**src/rtl/fft_pkg.sv**
```systemverilog
// Shared definitions for the R2SDF FFT pipeline: stage state encoding,
// constant-evaluable log2 helper and the default frame length.
package fft_pkg;

  localparam int FRAME_LEN_DEF = 1024;

  typedef enum logic [1:0] {
    IDLE  = 2'd0,
    FILL  = 2'd1,
    BFLY  = 2'd2,
    DRAIN = 2'd3
  } sdf_state_t;

  // Ceiling log2; clog2(1) = 0. Usable in parameter expressions.
  function automatic int clog2(input int value);
    int res;
    res = 0;
    for (int i = 0; i < 31; i++) begin
      if ((32'sd1 << i) < value) begin
        res = i + 1;
      end else begin
        res = res;
      end
    end
    return res;
  endfunction

endpackage

```
**src/rtl/sdf_phase_cnt.sv**
```systemverilog
// Sample-index / block-index counter for one SDF stage. idx walks the
// delay-line positions; blk counts delay-line-length blocks in a frame.
module sdf_phase_cnt
  import fft_pkg::*;
#(
  parameter int DEPTH = 512,
  parameter int NBLK  = 2,
  parameter int IDX_W = 9,
  parameter int BLK_W = 1
) (
  input  logic             clk,
  input  logic             rst,
  input  logic             en,
  input  logic             blk_en,
  output logic [IDX_W-1:0] idx,
  output logic [BLK_W-1:0] blk,
  output logic             idx_last,
  output logic             blk_last
);

  localparam logic [IDX_W-1:0] IDX_MAX = IDX_W'(DEPTH - 1);
  localparam logic [BLK_W-1:0] BLK_MAX = BLK_W'(NBLK - 1);

  logic [IDX_W-1:0] idx_r;
  logic [BLK_W-1:0] blk_r;

  assign idx      = idx_r;
  assign blk      = blk_r;
  assign idx_last = (idx_r == IDX_MAX);
  assign blk_last = (blk_r == BLK_MAX);

  // Advance idx on enable; on idx wrap advance blk (when allowed), wrapping at the last block.
  always_ff @(posedge clk or posedge rst) begin
    if (rst) begin
      idx_r <= {IDX_W{1'b0}};
      blk_r <= {BLK_W{1'b0}};
    end else if (en) begin
      if (idx_last) begin
        idx_r <= {IDX_W{1'b0}};
        if (blk_en) begin
          blk_r <= blk_last ? {BLK_W{1'b0}} : (blk_r + BLK_W'(1));
        end else begin
          blk_r <= blk_r;
        end
      end else begin
        idx_r <= idx_r + IDX_W'(1);
        blk_r <= blk_r;
      end
    end else begin
      idx_r <= idx_r;
      blk_r <= blk_r;
    end
  end

endmodule

```
**src/rtl/sdf_stage_ctrl.sv**
```systemverilog
// Sequencer for one radix-2 single-path delay-feedback FFT stage: drives
// delay-line enable, butterfly mode, output mux and twiddle address, applies
// valid/ready flow control and drains the delay line at end of frame.
module sdf_stage_ctrl
  import fft_pkg::*;
#(
  parameter  int FRAME_LEN = FRAME_LEN_DEF,
  parameter  int DEPTH     = 512,
  localparam int TW_W      = clog2(FRAME_LEN) - 1
) (
  input  logic            clk,
  input  logic            rst,
  input  logic            i_valid,
  input  logic            i_sof,
  output logic            i_ready,
  input  logic            o_ready,
  output logic            o_valid,
  output logic            o_sof,
  output logic            o_eof,
  output logic            dl_ena,
  output logic            bf_mode,
  output logic            out_sel,
  output logic [TW_W-1:0] tw_addr,
  output logic            busy,
  output logic            frame_done,
  output logic            sof_err
);

  localparam int IDX_W     = (clog2(DEPTH) < 1) ? 1 : clog2(DEPTH);
  localparam int NBLK      = FRAME_LEN / DEPTH;
  localparam int BLK_W     = clog2(NBLK);
  localparam int STRIDE    = FRAME_LEN / (2 * DEPTH);
  localparam int STRIDE_SH = clog2(STRIDE);

  sdf_state_t       state_r, state_s;
  logic             first_blk_r, first_blk_s;
  logic             sof_err_r;
  logic             frame_done_r;

  logic [IDX_W-1:0] idx_s;
  logic [BLK_W-1:0] blk_s;
  logic             idx_last_s, blk_last_s;
  logic             i_ready_s, acc_s, adv_s, start_s;
  logic             cnt_en_s, blk_en_s, drain_done_s;
  logic             o_valid_s;
  logic [TW_W-1:0]  idx_ext_s;

  sdf_phase_cnt #(
    .DEPTH (DEPTH),
    .NBLK  (NBLK),
    .IDX_W (IDX_W),
    .BLK_W (BLK_W)
  ) u_phase_cnt (
    .clk      (clk),
    .rst      (rst),
    .en       (cnt_en_s),
    .blk_en   (blk_en_s),
    .idx      (idx_s),
    .blk      (blk_s),
    .idx_last (idx_last_s),
    .blk_last (blk_last_s)
  );

  // Upstream ready: always in IDLE, follows downstream while streaming, closed while draining.
  always_comb begin
    i_ready_s = 1'b0;
    case (state_r)
      IDLE:    i_ready_s = 1'b1;
      FILL:    i_ready_s = o_ready;
      BFLY:    i_ready_s = o_ready;
      DRAIN:   i_ready_s = 1'b0;
      default: i_ready_s = 1'b0;
    endcase
  end

  assign acc_s = i_valid & i_ready_s;

  // Next-state, advance and counter control. The frame-start sample taken in
  // IDLE occupies idx 0 of the first FILL block, so it also steps the counter.
  always_comb begin
    state_s      = state_r;
    first_blk_s  = first_blk_r;
    adv_s        = 1'b0;
    start_s      = 1'b0;
    blk_en_s     = 1'b1;
    drain_done_s = 1'b0;
    case (state_r)
      IDLE: begin
        if (acc_s && i_sof) begin
          start_s = 1'b1;
          if (idx_last_s) begin
            state_s     = BFLY;
            first_blk_s = 1'b0;
          end else begin
            state_s     = FILL;
            first_blk_s = 1'b1;
          end
        end else begin
          state_s = IDLE;
        end
      end
      FILL: begin
        adv_s = acc_s;
        if (adv_s && idx_last_s) begin
          state_s     = BFLY;
          first_blk_s = 1'b0;
        end else begin
          state_s = FILL;
        end
      end
      BFLY: begin
        adv_s = acc_s;
        if (adv_s && idx_last_s) begin
          state_s = blk_last_s ? DRAIN : FILL;
        end else begin
          state_s = BFLY;
        end
      end
      DRAIN: begin
        adv_s    = o_ready;
        blk_en_s = 1'b0;
        if (adv_s && idx_last_s) begin
          state_s      = IDLE;
          drain_done_s = 1'b1;
        end else begin
          state_s = DRAIN;
        end
      end
      default: begin
        state_s     = IDLE;
        first_blk_s = 1'b0;
      end
    endcase
  end

  assign cnt_en_s = adv_s | start_s;

  // State, first-block flag, sticky frame-sync error and end-of-frame pulse.
  always_ff @(posedge clk or posedge rst) begin
    if (rst) begin
      state_r      <= IDLE;
      first_blk_r  <= 1'b0;
      sof_err_r    <= 1'b0;
      frame_done_r <= 1'b0;
    end else begin
      state_r      <= state_s;
      first_blk_r  <= first_blk_s;
      frame_done_r <= drain_done_s;
      if (acc_s && i_sof && ((state_r == FILL) || (state_r == BFLY))) begin
        sof_err_r <= 1'b1;
      end else begin
        sof_err_r <= sof_err_r;
      end
    end
  end

  // Output beats: every advance except the first FILL block, whose samples only load the delay line.
  always_comb begin
    o_valid_s = 1'b0;
    case (state_r)
      IDLE:    o_valid_s = 1'b0;
      FILL:    o_valid_s = adv_s & ~first_blk_r;
      BFLY:    o_valid_s = adv_s;
      DRAIN:   o_valid_s = adv_s;
      default: o_valid_s = 1'b0;
    endcase
  end

  assign idx_ext_s = TW_W'(idx_s);

  assign i_ready    = i_ready_s;
  assign o_valid    = o_valid_s;
  assign o_sof      = o_valid_s & (idx_s == {IDX_W{1'b0}}) & (blk_s == BLK_W'(1));
  assign o_eof      = o_valid_s & (state_r == DRAIN) & idx_last_s;
  assign dl_ena     = adv_s;
  assign bf_mode    = (state_r == BFLY);
  assign out_sel    = (state_r == FILL) | (state_r == DRAIN);
  assign tw_addr    = out_sel ? (idx_ext_s << STRIDE_SH) : {TW_W{1'b0}};
  assign busy       = (state_r != IDLE);
  assign frame_done = frame_done_r;
  assign sof_err    = sof_err_r;

endmodule

```
**config.mk**
```make
export PLATFORM = sky130hd
export DESIGN_NAME = sdf_stage_ctrl
export DESIGN_NICKNAME = d
export VERILOG_FILES = /design/src/rtl/fft_pkg.sv /design/src/rtl/sdf_phase_cnt.sv /design/src/rtl/sdf_stage_ctrl.sv
export SDC_FILE = /design/constraint.sdc
export NUM_CORES = 1
export LEC_CHECK = 0
export ABC_CLOCK_PERIOD_IN_PS = 5500
export CAP_MARGIN = 20
export CORE_ASPECT_RATIO = 1.25
export CORE_MARGIN = 4
export CORE_UTILIZATION = 35
export CTS_CLUSTER_DIAMETER = 200
export DETAILED_ROUTE_END_ITERATION = 6
export GPL_TIMING_DRIVEN = 0
export HOLD_SLACK_MARGIN = 0.06
export SLEW_MARGIN = 20
export SYNTH_ARGS = -nofsm -noshare
export SYNTH_HDL_FRONTEND = slang
export SYNTH_SLANG_ARGS = --single-unit
```
**constraint.sdc**
```tcl
create_clock -name clk -period 5.5 [get_ports clk]
set_input_delay 0.825 -clock clk [delete_from_list [all_inputs] [get_ports clk]]
set_output_delay 0.825 -clock clk [all_outputs]
set_load 0.05 [all_outputs]
```
# Word level (Yosys, flattened, before mapping)
# Cells that the tools add are included.
# classes
add_sub_neg	2
eq_ne	6
reduce_logical	13
n_mux	21
n_bitwise	10
# ops
op	count
$mux W9	2
$mux W2	6
$add A9 B1 Y9 const B	1
$eq A9 B9 Y1 const B	1
$logic_not A9 Y1	1
$mux W1	8
$pmux W2 S4	1
$and A1 B1 Y1	6
$pmux W1 S3	2
$reduce_and A3 Y1	2
$eq A2 B2 Y1 const B	2
$logic_and A1 B1 Y1	4
$ne A2 B2 Y1 const B	2
$pmux W1 S2	2
$reduce_bool A2 Y1	2
$reduce_or A2 Y1	2
$eq A2 B1 Y1 const B	1
$logic_not A2 Y1	1
$not A1 Y1	2
$or A1 B1 Y1	2
$add A1 B1 Y1 const B	1
$logic_or A1 B1 Y1	1
# word_totals
ff_bits	15
in_bits	5
output_inout_bits	19

# Logic depth before layout (Yosys ltp)
# depth
depth_word	9
ltp_mapped	8
ltp_nobuf	8

# Hierarchy
# From an unflattened synthesis, not the netlist that was laid out.
# unflattened
hier_cells	123
area_unflattened_um2	1117.3
# by_module_without_submodules
module	area_each_um2	n_inst	cells_per_inst
sdf_stage_ctrl	570.5	1	68
sdf_phase_cnt	546.8	1	55

# Worst setup path after synthesis
# OpenSTA, ideal clock, no wires.
# synth_timing
kind	input-to-output
start	input i_valid
end	output o_sof
path_buffers	1
slack_ps	1399
arrival_ps	3276
path_stages	5
path_cell_list	clkbuf_2 -> nand2_2 -> a211oi_2 -> nor2b_1 -> and3_1
# synth_via
elab_chain_cells	6
# synth_rtl
element	line_no	rtl
from (decl)	sdf_stage_ctrl.sv:13	input logic i_valid,
$and A1 B1 Y1 *	sdf_stage_ctrl.sv:76	assign acc_s = i_valid & i_ready_s;
$pmux W1 S2 *	sdf_stage_ctrl.sv:87	case (state_r)
net dl_ena	sdf_stage_ctrl.sv:20	output logic dl_ena,
$and A1 B1 Y1	sdf_stage_ctrl.sv:162	FILL: o_valid_s = adv_s & ~first_blk_r;
$pmux W1 S3 *	sdf_stage_ctrl.sv:160	case (state_r)
net o_valid	sdf_stage_ctrl.sv:17	output logic o_valid,
$and A1 B1 Y1 * (2 in series)	sdf_stage_ctrl.sv:173	assign o_sof = o_valid_s & (idx_s == {IDX_W{1'b0}}) & (blk_s == BLK_W'(1));
to (decl)	sdf_stage_ctrl.sv:18	output logic o_sof,
# Mark *: on every way through the listed nets, which the timed path passes. The rest lies on a longest branch.

# Worst setup path in the final report
# layout_timing
start	register u_phase_cnt.idx_r[0] (netlist: u_phase_cnt.idx[0])
end	output o_eof
# layout_via
elab_chain_cells	2
# layout_rtl
element	line_no	rtl
from (decl)	sdf_phase_cnt.sv:24	logic [IDX_W-1:0] idx_r;
from (signal assigned)	sdf_phase_cnt.sv:35	idx_r <= {IDX_W{1'b0}};
from (signal assigned)	sdf_phase_cnt.sv:39	idx_r <= {IDX_W{1'b0}};
from (signal assigned)	sdf_phase_cnt.sv:46	idx_r <= idx_r + IDX_W'(1);
$eq A9 B9 Y1	sdf_phase_cnt.sv:29	assign idx_last = (idx_r == IDX_MAX);
$and A1 B1 Y1	sdf_stage_ctrl.sv:174	assign o_eof = o_valid_s & (state_r == DRAIN) & idx_last_s;
to (decl)	sdf_stage_ctrl.sv:19	output logic o_eof,
# No other way between the ends.

==> flow_metrics.tcl <==
set metrics [dict create \
    slowest_stage "clkdlybuf4s50_1" \
    clock_tree.htree_level_count 1 \
    synth_ff_type "dfrtp_1" \
    slew_headroom 0.6013 \
    drc 0 \
    netlist.area_leader.share 0.3125 \
    synth_area_leader_cell "dfrtp_1" \
    yosys_warnings 0 \
    synth_edf_count 0 \
    diodes 0 \
    drive_above_1_share 0.1250 \
    row_count 23 \
    vias 1096 \
    cts_tree "yes" \
    syn_avg_cell_area_um2 8.964 \
    initial_utilization 0.3694 \
    drv_slew 0 \
    core_um2 3252 \
    cts_resized 0 \
    critical_path.max_fanout 10 \
    grt_pass1_wl_um 5099 \
    period_share 0.7468 \
    combPwrFrac 0.651 \
    overflow 0 \
    post-cts-setup-buffer-count 0 \
    fmax_ghz 0.2435 \
    drtAntennaViolNets 0 \
    p_leak_uw 0.0006093 \
    synth_cell_types 48 \
    ys_seq_area_frac 0.3125 \
    wl_per_cell_um 15.47 \
    detailed_place_hpwl_um 2324 \
    dr.pass1.iters 4 \
    p_sw_uw 432.0 \
    skew_ns 0.004136 \
    seqPwrFrac 0.241 \
    pre_cts_slack_ns 1.622 \
    fin_total_pwr_uw 842.5 \
    gp_congestion 0.8683 \
    port-buffer-count 22 \
    cts.sinks 15 \
    nNetsFinal 173 \
    p_int_uw 410.5 \
    path_cells "ha_1 -> nand3_1 -> nor3_1 -> ha_1 -> inv_1 -> clkbuf_1 -> nor4_1 -> clkdlybuf4s50_1" \
    grt_pass1_vias 1119 \
    grtUsageTotal 0.1521 \
    ys_top_cells_by_area "dfrtp_1 31%, o211ai_1 10%, ha_1 7.3%, inv_1 4.1%, nand3_1 3.3%" \
    fin_ws_ns 1.393 \
    drt_wl_total_um 3048 \
    cp_num_buf_inv 3 \
    setup_viol 0 \
    swShare 0.5128 \
    critical_path.top_delay_family "buffers and inverters" \
    setup-tns-final_ns 0 \
    arrival_ns 3.28 \
    synth_common_cells "16 x o211ai_1, 15 x dfrtp_1, 13 x inv_1" \
    syn_inst 134 \
    worstSkewPairLatency_ns 0.25 \
    cp_data_required_time_ns 4.68 \
    synth_most_common_cell "o211ai_1" \
    worstHoldPathType "reg2reg" \
    worst_pin_slew_ns 0.5974 \
    root_buffer "clkbuf_8" \
    cap_viol_max_count 0 \
    die_h_um 73.50 \
    hold_viol 0 \
    cts_buffer_depth 2 \
    cp_common_cell "ha_1" \
    drtIter0Drc 37 \
    ys_seq_elements 15 \
    power-per-cell-area_nw_per_um2 556.9 \
    fp.dieW_um 60.40 \
    max-vdd-ir-drop_mv 0.3304 \
    die_area_um2 4439 \
    cts_hold_buf 0 \
    start_kind "flip-flop" \
    grt_max_degree 16 \
    pwr-share-clk 0.108 \
    syn_area_um2 1201 \
    rsz0062_at_grt "no" \
    synth_nets 146 \
    ys_async_sr_fraction 1.000 \
    antenna_found_initial 0 \
    cpPeakStageDelay_ns 0.88 \
    cts_made_buffers 3 \
    crit_type "reg2out" \
    outcome "finished, final reports clean" \
    avgViaCountPerCell 5.563 \
    ios 24 \
    cts.reportedPaths.clkPinSlew_ns 0.06 \
    syn2layout_area_growth_pct 25.94 \
    period_minus_slack_ns 4.107 \
    crit_path_end_kind "primary output" \
]
[metal layers]
layer / routed length [µm] / GRT usage / part of all wire
met4: 30 / 0.04433 / 0.0098
met5: 0 / 0 / 0
met3: 116 / 0.02812 / 0.038
met1: 1344 / 0.1926 / 0.44
met2: 1556 / 0.2584 / 0.51
[cells in the final DEF, fill, tap and decap left out, types with 2 or more instances in the layout]
cell type	n
a21oi_1	3
a311o_1	2
and2_1	5
and3_1	3
buf_6	2
clkbuf_1	3
clkbuf_8	3
clkdlybuf4s50_1	22
dfrtp_1	15
ha_1	7
inv_1	13
nand2_1	5
nand2b_1	2
nand3_1	8
nor2_1	5
nor2b_1	3
nor3_1	6
nor3b_1	2
o211ai_1	16
o21ai_0	3
or3_1	3
[stage by stage]
step	cells	hold WS, ns	util	instance area (µm²)
2_1_floorplan	134	0.5181	-	1201
3_3_place_gp	193	0.4572	0.4513	1468
3_5_place_dp	193	0.4648	0.4513	1468
4_1_cts	197	0.4850	0.4652	1513
5_1_grt	197	0.5036	0.4652	1513
6_report	197	0.4859	0.4652	1513
[final cells by class]
class                      count  area [µm²]
inverter                      13       48.80
tap                           37       46.29
timing repair buffer          22       220.2
buffer                         6       42.54
sequential                    15       375.4
clock buffer                   4       45.04
fill                         331        1739
multi-input combinational    100       734.5
[flip-flops by register name (all words and copies together), names as in the netlist]
name and cells:
u_phase_cnt.blk 1, state_r 2, frame_done 1, sof_err 1, u_phase_cnt.idx 9, first_blk_r 1
[cell families after synthesis]
kind of cell / after synthesis / share of synthesized area
adder cells (fa/ha/maj): 7 / 0.07291
AO/OA/AOI/OAI: 36 / 0.2500
multiplexers: 2 / 0.02083
buffers and inverters: 19 / 0.07604
flip-flops: 15 / 0.3125
AND/OR/NAND/NOR: 55 / 0.2677
[final timing paths]
| path | cells past startpoint | slack (ns) | from | endpoint |
|---|---|---|---|---|
| setup / recovery | 8 | 1.39 | u_phase_cnt.idx[0] | o_eof |
| hold / removal | 1 | 0.49 | sof_err | sof_err |
| setup reg to reg | 8 | 3.25 | u_phase_cnt.idx[0] | u_phase_cnt.blk |
| hold reg to reg | 1 | 0.49 | sof_err | sof_err |
| max in group asynchronous | 2 | 4.17 | rst | u_phase_cnt.idx[8] |
| min in group asynchronous | 2 | 0.94 | rst | sof_err |
[power groups by stage]
stage	Clock (µW)	Combinational, µW	Sequential, µW
after floorplan	0	404	202
after global placement	0	543	203
after detailed placement	0	550	205
after CTS	93.8	553	203
after global routing	99.9	597	209
final	91.3	548	203
No activity file was read; power rests on OpenSTA's default activity.
